**src/rtl/async_fifo_pkg.sv**
```systemverilog
// Types and constants shared by the async FIFO read- and write-side stream stages.
package async_fifo_pkg;
    localparam int WORD_WIDTH             = 8;
    localparam int ASYNC_FIFO_OUT_BUF_MIN = 2;

    typedef logic [WORD_WIDTH-1:0] word_t;
endpackage

```
**src/rtl/async_fifo_read_stream_if.sv**
```systemverilog
// FIFO read port plus the outgoing valid/ready stream; master is the read-stream stage.
interface async_fifo_read_stream_if
    import async_fifo_pkg::*;
#(
    parameter int DATA_WIDTH = WORD_WIDTH
);
    logic                  p_read_empty;
    logic [DATA_WIDTH-1:0] p_read_data;
    logic                  p_read_en;
    logic                  m_valid;
    logic                  m_ready;
    logic [DATA_WIDTH-1:0] m_data;

    modport master (
        input  p_read_empty, p_read_data, m_ready,
        output p_read_en, m_valid, m_data
    );

    modport slave (
        output p_read_empty, p_read_data, m_ready,
        input  p_read_en, m_valid, m_data
    );
endinterface

```
**src/rtl/async_fifo_out_buf.sv**
```systemverilog
// Small register FIFO holding prefetched words; head is always a stored register, never the input.
module async_fifo_out_buf #(
    parameter  int DATA_WIDTH = 8,
    parameter  int BUF_DEPTH  = 2,
    localparam int PW         = $clog2(BUF_DEPTH),
    localparam int LW         = $clog2(BUF_DEPTH + 1)
) (
    input  logic                  clk,
    input  logic                  rst_n,
    input  logic                  clear,
    input  logic                  push,
    input  logic [DATA_WIDTH-1:0] push_data,
    input  logic                  pop,
    output logic [DATA_WIDTH-1:0] head,
    output logic [LW-1:0]         level
);
    logic [BUF_DEPTH-1:0][DATA_WIDTH-1:0] mem;
    logic [PW-1:0]                        rd_ptr, wr_ptr;
    logic [LW-1:0]                        cnt;

    function automatic logic [PW-1:0] inc(input logic [PW-1:0] p);
        return (p == PW'(BUF_DEPTH - 1)) ? '0 : p + PW'(1);
    endfunction

    // clear wins over push: a word landing on the clear edge is dropped
    always_ff @(posedge clk or negedge rst_n) begin
        if (!rst_n) begin
            mem    <= '0;
            rd_ptr <= '0;
            wr_ptr <= '0;
            cnt    <= '0;
        end else if (clear) begin
            rd_ptr <= '0;
            wr_ptr <= '0;
            cnt    <= '0;
        end else begin
            if (push) begin
                mem[wr_ptr] <= push_data;
                wr_ptr      <= inc(wr_ptr);
            end
            if (pop) rd_ptr <= inc(rd_ptr);
            cnt <= cnt + LW'(push) - LW'(pop);
        end
    end

    assign head  = mem[rd_ptr];
    assign level = cnt;
endmodule

```
**src/rtl/async_fifo_read_stream.sv**
```systemverilog
// Read-domain consumer of the async FIFO: prefetches into a small buffer and presents valid/ready.
module async_fifo_read_stream
    import async_fifo_pkg::*;
#(
    parameter  int DATA_WIDTH = WORD_WIDTH,
    parameter  int BUF_DEPTH  = ASYNC_FIFO_OUT_BUF_MIN,
    parameter  int CNT_WIDTH  = 32,
    localparam int LW         = $clog2(BUF_DEPTH + 1)
) (
    input  logic                   read_clk,
    input  logic                   read_rst_n,
    async_fifo_read_stream_if.master bus,
    input  logic                   i_flush,
    output logic [LW-1:0]          o_level,
    output logic [CNT_WIDTH-1:0]   o_word_count
);
    localparam int OW = LW + 1;

    logic          inflight, discard;
    logic          pop, push;
    logic [OW-1:0] occ;

    assign pop  = bus.m_valid & bus.m_ready;
    assign push = inflight & ~discard;

    // Credit: buffered + in-flight words after this cycle's pop must leave room for one more
    assign occ           = {1'b0, o_level} + OW'(inflight) - OW'(pop);
    assign bus.p_read_en = read_rst_n & ~bus.p_read_empty & ~i_flush & (occ < OW'(BUF_DEPTH));
    assign bus.m_valid   = (o_level != '0);

    async_fifo_out_buf #(
        .DATA_WIDTH (DATA_WIDTH),
        .BUF_DEPTH  (BUF_DEPTH)
    ) u_buf (
        .clk       (read_clk),
        .rst_n     (read_rst_n),
        .clear     (i_flush),
        .push      (push),
        .push_data (bus.p_read_data),
        .pop       (pop),
        .head      (bus.m_data),
        .level     (o_level)
    );

    always_ff @(posedge read_clk or negedge read_rst_n) begin
        if (!read_rst_n) begin
            inflight     <= 1'b0;
            discard      <= 1'b0;
            o_word_count <= '0;
        end else begin
            inflight     <= bus.p_read_en;
            discard      <= i_flush & inflight;
            o_word_count <= o_word_count + CNT_WIDTH'(pop);
        end
    end
endmodule

```
**src/flat_wrapper.sv**
```systemverilog
// flat-port wrapper written by rule: the top's interface ports become plain ports
module async_fifo_read_stream_flat import async_fifo_pkg::*;
#(
    parameter  int DATA_WIDTH = WORD_WIDTH,
    parameter  int BUF_DEPTH  = ASYNC_FIFO_OUT_BUF_MIN,
    parameter  int CNT_WIDTH  = 32,
    localparam int LW         = $clog2(BUF_DEPTH + 1)
)
  (read_clk, read_rst_n, i_flush, o_level, o_word_count, bus_p_read_empty, bus_p_read_data, bus_m_ready, bus_p_read_en, bus_m_valid, bus_m_data);
  async_fifo_read_stream_if #(.DATA_WIDTH(DATA_WIDTH)) bus_i ();
  input  logic read_clk;
  input  logic read_rst_n;
  input  logic i_flush;
  output logic [LW-1:0] o_level;
  output logic [CNT_WIDTH-1:0] o_word_count;
  input wire logic [$bits(bus_i.p_read_empty)-1:0] bus_p_read_empty;
  input wire logic [$bits(bus_i.p_read_data)-1:0] bus_p_read_data;
  input wire logic [$bits(bus_i.m_ready)-1:0] bus_m_ready;
  output wire logic [$bits(bus_i.p_read_en)-1:0] bus_p_read_en;
  output wire logic [$bits(bus_i.m_valid)-1:0] bus_m_valid;
  output wire logic [$bits(bus_i.m_data)-1:0] bus_m_data;
  assign bus_i.p_read_empty = bus_p_read_empty;
  assign bus_i.p_read_data = bus_p_read_data;
  assign bus_i.m_ready = bus_m_ready;
  assign bus_p_read_en = bus_i.p_read_en;
  assign bus_m_valid = bus_i.m_valid;
  assign bus_m_data = bus_i.m_data;
  async_fifo_read_stream #(.DATA_WIDTH(DATA_WIDTH), .BUF_DEPTH(BUF_DEPTH), .CNT_WIDTH(CNT_WIDTH)) u_core (.read_clk(read_clk), .read_rst_n(read_rst_n), .bus(bus_i), .i_flush(i_flush), .o_level(o_level), .o_word_count(o_word_count));
endmodule
```
**config.mk**
```make
export PLATFORM = sky130hd
export DESIGN_NAME = async_fifo_read_stream_flat
export DESIGN_NICKNAME = d
export VERILOG_FILES = /design/src/rtl/async_fifo_pkg.sv /design/src/rtl/async_fifo_read_stream_if.sv /design/src/rtl/async_fifo_out_buf.sv /design/src/rtl/async_fifo_read_stream.sv /design/src/flat_wrapper.sv
export SDC_FILE = /design/constraint.sdc
export NUM_CORES = 1
export LEC_CHECK = 0
export BUFFER_PORTS_ARGS = -buffer_cell sky130_fd_sc_hd__buf_2
export CAP_MARGIN = 10
export CORE_AREA = 5 5 75 77
export CTS_CLUSTER_SIZE = 28
export DETAILED_ROUTE_END_ITERATION = 8
export DIE_AREA = 0 0 80 82
export GPL_ROUTABILITY_DRIVEN = 1
export HOLD_SLACK_MARGIN = 0.1
export PLACE_DENSITY = 0.74
export SLEW_MARGIN = 20
export SYNTH_ARGS = -nofsm -noshare
export SYNTH_HDL_FRONTEND = slang
export SYNTH_SLANG_ARGS = --single-unit
export TNS_END_PERCENT = 10
```
**constraint.sdc**
```tcl
create_clock -name read_clk -period 3.8 [get_ports read_clk]
set_input_delay 0.95 -clock read_clk [delete_from_list [all_inputs] [get_ports read_clk]]
set_output_delay 0.95 -clock read_clk [all_outputs]
set_load 0.01 [all_outputs]
```
Word-level counts from Yosys, hierarchy flattened
Cells that the tools add are included.
{"block": "totals", "ff_bits": 54, "in_bits": 13, "output_inout_bits": 44}
{"block": "op_classes", "reduce_logical": 5, "add_sub_neg": 7, "magnitude_cmp": 4, "n_bitwise": 9, "muxes": 12}
{"op": "$add A32 B1 Y32", "n": 1}
{"op": "$mux W8", "n": 3}
{"op": "$bwmux W16", "n": 1}
{"op": "$demux W8 S1", "n": 1}
{"op": "$and A1 B1 Y1", "n": 6}
{"op": "$mux W1", "n": 6}
{"op": "$reduce_bool A2 Y1", "n": 3}
{"op": "$lt A1 B2 Y1 const B", "n": 2}
{"op": "$add A2 B1 Y3", "n": 1}
{"op": "$lt A3 B2 Y1 const B", "n": 1}
{"op": "$not A1 Y1", "n": 3}
{"op": "$sub A3 B1 Y3", "n": 1}
{"op": "$add A1 B1 Y1 const B", "n": 2}
{"op": "$add A2 B1 Y2", "n": 1}
{"op": "$mux W2", "n": 1}
{"op": "$reduce_and A2 Y1", "n": 1}
{"op": "$sub A2 B1 Y2", "n": 1}
{"op": "$ge A1 B1 Y1 const B", "n": 1}
{"op": "$logic_and A1 B1 Y1", "n": 1}

Longest topological paths before layout
Gate-level depths: netlist of the first run.
{"block": "logic_depth", "ltp_word": 5, "mapped_depth": 8, "depth_no_buf": 8}

Cells and area by module
A second synthesis of the first run with hierarchy kept.
{"block": "unflattened", "cells_unflattened": 188, "hier_area_um2": 2458.6}
{"mod": "async_fifo_read_stream", "area_each_um2": 1562.7, "cells_per_inst": 130, "instances": 1}
{"mod": "async_fifo_out_buf", "area_each_um2": 895.9, "cells_per_inst": 58, "instances": 1}

Least setup slack after synthesis of the first run
No wires, ideal clock.
{"block": "synth_path", "path_type": "input-to-output", "startpoint": "input bus_m_ready", "endpoint": "output bus_p_read_en", "stages": 6, "slack_ps": 346, "n_path_buf": 0, "required_time_ps": 2850, "arrival_ps": 2504, "path_cell_list": "and2_1 > ha_1 > nand2b_1 > fa_1 > nand2_1 > nor4_1"}
{"block": "synth_via", "elab_chain_len": 4}
{"element": "from (decl)", "line_no": "flat_wrapper.sv:18", "source": "input wire logic [$bits(bus_i.m_ready)-1:0] bus_m_ready;"}
{"element": "$and A1 B1 Y1", "line_no": "async_fifo_read_stream.sv:23", "source": "assign pop = bus.m_valid & bus.m_ready;"}
{"element": "$sub A3 B1 Y3", "line_no": "async_fifo_read_stream.sv:27", "source": "assign occ = {1'b0, o_level} + OW'(inflight) - OW'(pop);"}
{"element": "$lt A3 B2 Y1", "line_no": "async_fifo_read_stream.sv:28", "source": "assign bus.p_read_en = read_rst_n & ~bus.p_read_empty & ~i_flush & (occ < OW'(BUF_DEPTH));"}
{"element": "$and A1 B1 Y1", "line_no": "async_fifo_read_stream.sv:28"}
{"element": "to (decl)", "line_no": "flat_wrapper.sv:19", "source": "output wire logic [$bits(bus_i.p_read_en)-1:0] bus_p_read_en;"}
No other way between the ends.

Worst setup path in the final report of the first run
{"block": "layout_path", "startpoint": "register u_core.u_buf.cnt[1], in the netlist u_core.u_buf.level[1]", "endpoint": "output bus_p_read_en"}
{"block": "layout_via", "elab_chain_len": 5, "word_cells_on_any_way": 6, "cone_classes": "add/sub (2); order compare (1); bitwise (2); reduce/logical (1)"}
{"element": "from (decl)", "line_no": "async_fifo_out_buf.sv:19", "source": "logic [LW-1:0] cnt;"}
{"element": "from (signal assigned)", "line_no": "async_fifo_out_buf.sv:42", "source": "cnt <= cnt + LW'(push) - LW'(pop);"}
{"element": "parallel branches: the longest is 2 deep, another holds $add A2 B1 Y3"}
{"element": "$sub A3 B1 Y3 *", "line_no": "async_fifo_read_stream.sv:27"}
{"element": "$lt A3 B2 Y1 *", "line_no": "async_fifo_read_stream.sv:28"}
{"element": "$and A1 B1 Y1 *", "line_no": "async_fifo_read_stream.sv:28"}
Every way passes the cells marked *.

==> reports/qor.yml, run 1 <==
slew_viol_final: 0
leakage_uw: 0.00153
grt.met1_usage_pct: 21.8
nFillCells: 442
fin_crit_ps: 3570
clock.fmax_ghz: 0.280
core-area_sq_mm: 0.00494
total_power_uw: 1450
postCtsSetupBuffers: 0
tritoncts: "yes"
hold_path.class: "reg -> reg"
power.density_mw_per_mm2: 489
layout_commonest_cell: "buf_2"
routedWlPerCell_um: 14.5
clockBufferDepth: 2
yosysWarnings: 0
grt_first_pass_wirelength_mm: 8.20
antenna_found_initial: 0
hold_viol: 0
initial_core_util_pct: 51.0
place_congestion: 0.740
rsz0062_at_grt: "no"
die_width_um: 80
slew_headroom_pct: 55.0
cts_num_sinks: 54
status: "completed"
die_y_um: 82
root_buffer: "clkbuf_8"
drt_iter0_drc: 48
fin_worst_skew_ps: 6.98
cp_slowest_stage_delay_ps: 480
grt_util_met2_pct: 26.1
clkSlewWorstSetupHoldPaths_ps: 90
io_pins: 57
setup_viol: 0
grt.busiest_layer: "met2"
syn_avg_cell_area_sq_um: 12.7
yosysSeqAreaShare_pct: 53.6
h-tree-depth: 2
min_from: "u_core.o_word_count[31]"
grt_use_met3_pct: 3.84
clock_latency_ps: 300
endpoint_kind: "output port"
syn_nets: 217
ys_seq_elements: 54
track_usage_pct: 16.2
cp-startpoint: "u_core.u_buf.level[1]"
drive_gt1_share_pct: 39.5
vias_per_cell: 5.08
crit_arrival_ps: 2620
cp_num_buf_inv: 1
synth_area_sq_mm: 0.00252
drv_cap: 0
syn_inst: 198
cp_max_fo: 5
whs_ps: 485
cpMaxStageDelayCell: "fa_1"
cp_data_required_time_ps: 2850
ant_nets: 0
syn2layout_area_growth_pct: 17.3
path_class: "reg -> out"
numCtsBuffers: 5
hold_buffers: 0
start_kind: "flip-flop"
num_vias: 1665
dp.cells: 321
r2r-start: "u_core.u_buf.level[1]"
dr.pass1.iters: 3
grt_pass1_vias: 1742
synthDistinctLibCells: 32
io_buffers: 56
ir_drop_mv: 0.282
stdcell_count: 328
dpl.hpwl_mm: 3.42
row_count: 26
grt_max_degree: 55
crit_chain: "or2_2, and2_1, ha_1, nand2b_1, fa_1, nand2_1, nor4_2, buf_2"
drc: 0
fin_nets: 277
gr-total-overflow: 0
wirelength_mm: 4.75
final_cell_mix: "buf_2 (56), dfrtp_1 (54), mux2_2 (24), xnor2_1 (19), xor2_1 (16)"
setup-tns-final_ps: 0
die_area_sq_mm: 0.00656
diodes: 0
fin_crit_sh_pct: 93.9
critPathTopFamily: "simple AND/OR/NAND/NOR gates"
tightest_slew_ps: 671
worst register-to-register path, cell delays in order (launching register included):
cell and delay, ps:
dfrtp_1 460, or2_2 160, and2_1 140, buf_4 130, ha_1 180, ha_1 230
nand4_2 280, nor2_1 420, nand3_1 160, xnor2_1 150
worst paths after layout:
check                      cells after the start  slack, ps                 endpoint
max                                            8        230            bus_p_read_en
min                                            1        490  u_core.o_word_count[31]
max reg2reg                                    9       1390  u_core.o_word_count[12]
min reg2reg                                    1        490  u_core.o_word_count[31]
max in group asynchronous                      2       2520    u_core.u_buf.level[1]
min in group asynchronous                      2        840      u_core.u_buf.mem[8]
layer usage:
metal	vias up	part of all wire, %
met5	-	0
met4	0	0.80
met3	4	4.5
met2	33	48
met1	827	47
li1	801	-
logic make-up (layout without fill, tap and decap cells):
kind of cell             count (synthesis)  after routing  synth area share, %
flip-flops                              54             54                 53.6
buffers and inverters                    9             69                 1.74
AND/OR/NAND/NOR                         70             70                 18.6
adder cells (fa/ha/maj)                  6              6                 3.27
multiplexers                            24             24                 10.7
XOR/XNOR                                35             35                 12.2
area by class of cell:
class	instances	area [sq um]	share of cell area (%)
Clock buffer	7	76.3	2.58
Inverter	4	15.0	0.507
Multi-Input combinational cell	135	1130	38.3
Sequential cell	54	1350	45.7
Tap cell	70	87.6	2.96
Timing Repair Buffer	58	295	9.98
metrics by stage:
stage	util [%]	setup slack (ps)	area, sq um
after floorplan	-	346	2520
after global placement	58.2	251	2880
after detailed placement	58.2	216	2880
after CTS	59.7	122	2950
after global routing	59.8	20.2	2960
final	59.8	233	2960
state kept, by name, summed over array words and instances (netlist names):
| register | flops |
|---|---|
| u_core.u_buf.wr_ptr | 1 |
| u_core.u_buf.rd_ptr | 1 |
| u_core.u_buf.level | 2 |
| u_core.inflight | 1 |
| u_core.o_word_count | 32 |
| u_core.discard | 1 |
| u_core.u_buf.mem | 16 |
Yosys cell counts (all sizes together):
cell / instances / area share, %
nand2b: 2 / 0.50
nor3: 6 / 1.4
ha: 5 / 2.5
clkbuf: 3 / 0.50
and2: 5 / 1.2
nor4: 8 / 3.8
xnor2: 19 / 6.6
nand2: 11 / 1.6
or2: 2 / 0.50
and3: 4 / 1.0
nor2: 6 / 0.89
nor2b: 1 / 0.25
buf: 2 / 0.64
xor2: 16 / 5.6
nand3: 14 / 2.8
and4: 4 / 1.4
mux2: 24 / 11
inv: 4 / 0.60
nor3b: 1 / 0.50
dfrtp: 54 / 54
fa: 1 / 0.79
nand4: 6 / 2.6
power breakdown:
group	switching (uW)	internal [uW]	leakage [uW]
Clock	169	127	0.0000383
Sequential	85.9	680	0.000723
Combinational	168	214	0.000773
Total	424	1020	0.00153
what timing repair did:
action                     4_1_cts  5_1_grt
gates resized for setup          0        1
setup endpoints to repair        0        1
hold endpoints to repair         0        0
(Power assumes the default switching activity.)
==> run 2: changes to the inputs <==
--- a/config.mk
+++ b/config.mk
@@ -7,14 +7,15 @@
 export LEC_CHECK = 0
 export BUFFER_PORTS_ARGS = -buffer_cell sky130_fd_sc_hd__buf_2
 export CAP_MARGIN = 10
-export CORE_AREA = 5 5 75 77
+export CORE_AREA = 5 5 74 76
+export CTS_BUF_LIST = sky130_fd_sc_hd__clkbuf_2
 export CTS_CLUSTER_SIZE = 28
 export DETAILED_ROUTE_END_ITERATION = 8
-export DIE_AREA = 0 0 80 82
+export DIE_AREA = 0 0 79 81
 export GPL_ROUTABILITY_DRIVEN = 1
 export HOLD_SLACK_MARGIN = 0.1
-export PLACE_DENSITY = 0.74
-export SLEW_MARGIN = 20
+export PLACE_DENSITY = 0.76
+export SETUP_SLACK_MARGIN = 0.4
 export SYNTH_ARGS = -nofsm -noshare
 export SYNTH_HDL_FRONTEND = slang
 export SYNTH_SLANG_ARGS = --single-unit
==> run 2 against run 1 <==
Against the previous run: core utilization increased by 3.7 points; global-route usage increased by 0.65 points; sequential cell count unchanged; first-iteration DRC count increased by 69%; critical endpoint unchanged; largest power group unchanged; via count increased by 1.3%; combinational power increased by 12%; final area about the same.
==> reports/qor.yml, run 2 (synthesis results as in run 1) <==
numCtsBuffers: 5
layout_commonest_cell: "buf_2"
fin_worst_skew_ps: 17.4
place_congestion: 0.780
cts_num_sinks: 54
syn2layout_area_growth_pct: 17.4
grt_max_degree: 55
stdcell_count: 315
clock.fmax_ghz: 0.282
diodes: 0
fin_crit_ps: 3550
hold_viol: 0
min_path_cells: 1
crit_arrival_ps: 2600
grt.met1_usage_pct: 20.8
cp_max_fo: 2
setup-tns-final_ps: 0
hold_path.class: "reg -> reg"
status: "completed"
nFillCells: 377
power.density_mw_per_mm2: 477
dp.cells: 304
root_buffer: "clkbuf_2"
grt.busiest_layer: "met2"
slew_headroom_pct: 54.3
h-tree-depth: 2
cp_num_buf_inv: 1
rsz0062_at_grt: "yes"
setup_viol: 0
dr.pass1.iters: 4
r2r-end: "u_core.o_word_count[10]"
final_cell_mix: "buf_2 (56), dfrtp_1 (53), mux2_2 (24), xnor2_1 (19), xor2_1 (16)"
drt_iter0_drc: 81
fin_ws_ps: 254
regMostFlops: "u_core.o_word_count"
die_width_um: 79
grt_first_pass_wirelength_mm: 8.47
routedWlPerCell_um: 15.0
pre_cts_ws_ps: 241
path_class: "reg -> out"
r2r-start: "u_core.u_buf.level[0]"
place_area_sq_mm: 0.00286
grt_use_met3_pct: 5.21
drc: 0
ant_nets: 0
grt_util_met2_pct: 29.0
tightest_slew_ps: 682
endpoint_kind: "output port"
fin_area_sq_mm: 0.00296
crit_chain: "or2_4, and2_4, ha_4, nand2b_4, fa_1, nand2_2, nor4_4, buf_2"
row_count: 25
slew_viol_final: 0
initial_core_util_pct: 54.1
grt_pass1_vias: 1815
dpl.hpwl_mm: 3.40
ir_drop_mv: 0.313
num_vias: 1687
clockBufferDepth: 2
die_y_um: 81
vias_per_cell: 5.36
largest_reg_flops: 32
cp_slowest_stage_delay_ps: 490
die_area_sq_mm: 0.00640
leakage_uw: 0.00155
core-area_sq_mm: 0.00466
critPathTopFamily: "simple AND/OR/NAND/NOR gates"
track_usage_pct: 16.9
cpMaxStageDelayCell: "fa_1"
fin_crit_sh_pct: 93.3
worstRegToRegCells: 9
io_pins: 57
drv_cap: 0
whs_endpoint: "u_core.o_word_count[31]"
cp_data_required_time_ps: 2850
wirelength_mm: 4.72
antenna_found_initial: 0
start_kind: "flip-flop"
min_from: "u_core.o_word_count[31]"
clock_latency_ps: 430
io_buffers: 56
final_util_pct: 63.5
r2r_slack_ps: 1520
clkSlewWorstSetupHoldPaths_ps: 260
fin_nets: 279
drive_gt1_share_pct: 42.9
tritoncts: "yes"
gr-total-overflow: 0
run 2: cell types whose count changed in the layout (fill, tap and decap cells not counted), moves of 2 or more:
| cell | delta |
|---|---|
| buf_4 | +2 |
| clkbuf_1 | -2 |
| clkbuf_2 | +5 |
| clkbuf_8 | -5 |
run 2: repair_timing:
action                     CTS  global route
hold buffers                 0             0
pin swaps                    3             1
setup endpoints to repair    1             1
resized for setup            5             2
setup buffers                3             0
run 2: worst max path at each step:
stage                                      from            end  depth (start not counted)  slack [ps]
after floorplan                     bus_m_ready  bus_p_read_en                          6         460
after global placement              bus_m_ready  bus_p_read_en                          8         280
after detailed placement            bus_m_ready  bus_p_read_en                          8         240
after CTS                 u_core.u_buf.level[1]  bus_p_read_en                          8         230
after global routing      u_core.u_buf.level[1]  bus_p_read_en                          8          90
final                     u_core.u_buf.level[1]  bus_p_read_en                          8         250
run 2: metrics by stage:
stage          hold WS [ps]  power (uW)
5_1_grt                 514        1530
3_3_place_gp            450        1150
2_1_floorplan           475        1010
4_1_cts                 487        1430
3_5_place_dp            457        1160
6_report                476        1410
run 2: worst reg2reg max path, delay by kind of cell, from the launching register on:
family | cells | cell delay (ps)
AND/OR/NAND/NOR | 5 | 1120
flip-flops | 1 | 420
adder cells (fa/ha/maj) | 2 | 410
XOR/XNOR | 1 | 150
buffers and inverters | 1 | 120
run 2: area by class of cell:
type	instances	area [sq um]	share of cell area, %
well taps	54	67.6	2.28
clock buffers	5	25.0	0.845
flip-flops and latches	54	1350	45.7
inverters	4	15.0	0.507
clock inverters	3	21.3	0.718
multi-input cells	135	1170	39.5
repair buffers	60	310	10.5
run 2: where the power goes:
group	switching, uW	internal [uW]
sequential	78.1	680
combinational	191	238
clock	180	45.5
run 2: layer usage:
layer / routed length (um) / share of wire [%]
met3: 292 / 6.2
met2: 2310 / 49
met4: 15 / 0.32
met5: 0 / 0
met1: 2100 / 45
==> run 3: changes to the inputs <==
--- a/config.mk
+++ b/config.mk
@@ -7,14 +7,13 @@
 export LEC_CHECK = 0
 export BUFFER_PORTS_ARGS = -buffer_cell sky130_fd_sc_hd__buf_2
 export CAP_MARGIN = 10
-export CORE_AREA = 5 5 74 76
-export CTS_BUF_LIST = sky130_fd_sc_hd__clkbuf_2
+export CORE_AREA = 5 5 75 77
 export CTS_CLUSTER_SIZE = 28
 export DETAILED_ROUTE_END_ITERATION = 8
-export DIE_AREA = 0 0 79 81
+export DIE_AREA = 0 0 80 82
 export GPL_ROUTABILITY_DRIVEN = 1
 export HOLD_SLACK_MARGIN = 0.1
-export PLACE_DENSITY = 0.76
+export PLACE_DENSITY = 0.74
 export SETUP_SLACK_MARGIN = 0.4
 export SYNTH_ARGS = -nofsm -noshare
 export SYNTH_HDL_FRONTEND = slang
==> run 3 against run 2 <==
Against the previous run: critical endpoint unchanged; final area rose by 2.6%; sequential power is essentially flat; register-to-register slack worse by 60 ps; highest routed layer unchanged; clock skew is 6.9 ps lower; sequential share of layout area fell by 1.1 points; setup slack improved by 120 ps; critical path type is now in -> out; via count fell by 0.59%.
==> reports/qor.yml, run 3 (synthesis results as in run 1) <==
status: "completed"
clockBufferDepth: 2
drive_gt1_share_pct: 43.1
path_class: "in -> out"
drt_iter0_drc: 46
setup_viol: 0
die_area_sq_mm: 0.00656
tightest_slew_ps: 682
h-tree-depth: 2
dpl.hpwl_mm: 3.38
leakage_uw: 0.00157
cts_num_sinks: 54
clock_latency_ps: 310
slew_viol_final: 0
hold_path.class: "reg -> reg"
core-area_sq_mm: 0.00494
setup-tns-final_ps: 0
regMostFlops: "u_core.o_word_count"
num_vias: 1677
final_cell_mix: "buf_2 (56), dfrtp_1 (53), mux2_2 (24), xnor2_1 (19), xor2_1 (16)"
vias_per_cell: 5.05
ir_drop_mv: 0.325
clkSlewWorstSetupHoldPaths_ps: 90
gr-total-overflow: 0
nFillCells: 405
dr.pass1.iters: 4
final_util_pct: 61.4
rsz0062_at_grt: "yes"
layout_commonest_cell: "buf_2"
drc: 0
crit_arrival_ps: 2480
fin_crit_sh_pct: 90.2
start_kind: "input pin"
wirelength_mm: 4.74
row_count: 26
io_buffers: 56
clock.fmax_ghz: 0.292
drv_cap: 0
endpoint_kind: "output port"
io_pins: 57
antenna_found_initial: 0
numCtsBuffers: 5
power.density_mw_per_mm2: 501
routedWlPerCell_um: 14.3
fin_nets: 280
root_buffer: "clkbuf_8"
fin_worst_skew_ps: 10.5
die_width_um: 80
slew_headroom_pct: 54.5
diodes: 0
initial_core_util_pct: 51.0
grt_first_pass_wirelength_mm: 8.29
largest_reg_flops: 32
cp_data_required_time_ps: 2850
cp_max_fo: 2
hold_buffers: 0
grt_pass1_vias: 1674
syn2layout_area_growth_pct: 20.4
place_congestion: 0.727
fin_crit_ps: 3430
track_usage_pct: 16.2
grt_max_degree: 55
tritoncts: "yes"
ant_nets: 0
die_y_um: 82
hold_viol: 0
## run 3: worst paths after layout
kind / start / cells past startpoint / slack, ps / endpoint
setup / recovery: bus_m_ready / 8 / 370 / bus_p_read_en
hold / removal: u_core.o_word_count[31] / 1 / 470 / u_core.o_word_count[31]
setup reg to reg: u_core.u_buf.level[1] / 9 / 1460 / u_core.o_word_count[14]
hold reg to reg: u_core.o_word_count[31] / 1 / 470 / u_core.o_word_count[31]
max in group asynchronous: read_rst_n / 2 / 2480 / u_core.u_buf.level[1]
min in group asynchronous: read_rst_n / 2 / 830 / u_core.o_word_count[19]
## run 3: power breakdown
part / total, uW / internal (uW) / switching, uW
registers: 758 / 680 / 77.7
logic: 429 / 239 / 190
clock network: 335 / 147 / 189
total: 1520 / 1070 / 456
## run 3: area by class of cell
cell class | count | area (sq um) | share of cell area, %
sequential | 54 | 1350 | 44.5
clock buffer | 6 | 82.6 | 2.72
timing repair buffer | 61 | 318 | 10.5
inverter | 4 | 15.0 | 0.494
multi-input combinational | 135 | 1170 | 38.5
tap | 70 | 87.6 | 2.88
clock inverter | 2 | 12.5 | 0.412
## run 3: per-stage QoR
step | instances | hold slack [ps] | total power (uW) | worst slack (ps) | area, sq um
after global placement | 320 | 451 | 1150 | 275 | 2880
final | 332 | 471 | 1520 | 371 | 3040
after CTS | 332 | 477 | 1530 | 299 | 3020
after detailed placement | 320 | 460 | 1160 | 199 | 2880
after global routing | 332 | 505 | 1630 | 292 | 3040
after floorplan | 198 | 475 | 1010 | 465 | 2530
## run 3: layer usage
metal	part of all wire, %	up-vias	track usage (%)
met3	6.7	8	4.61
met5	0	-	0
met1	45	812	21.1
met4	1.4	0	4.56
met2	47	50	26.6
li1	-	807	-
## run 3: critical path, cell delays in order
cell      delay, ps
buf_2           100
and2_4          160
ha_4            200
nand2b_4        130
fa_1            490
nand2_2          70
nor4_4          210
buf_2           170
## run 3: what timing repair did
| action | in CTS | in global routing |
|---|---|---|
| pin swaps | 3 | 1 |
| setup buffers | 4 | 0 |
| setup endpoints to repair | 1 | 1 |
| gates resized for setup | 4 | 3 |
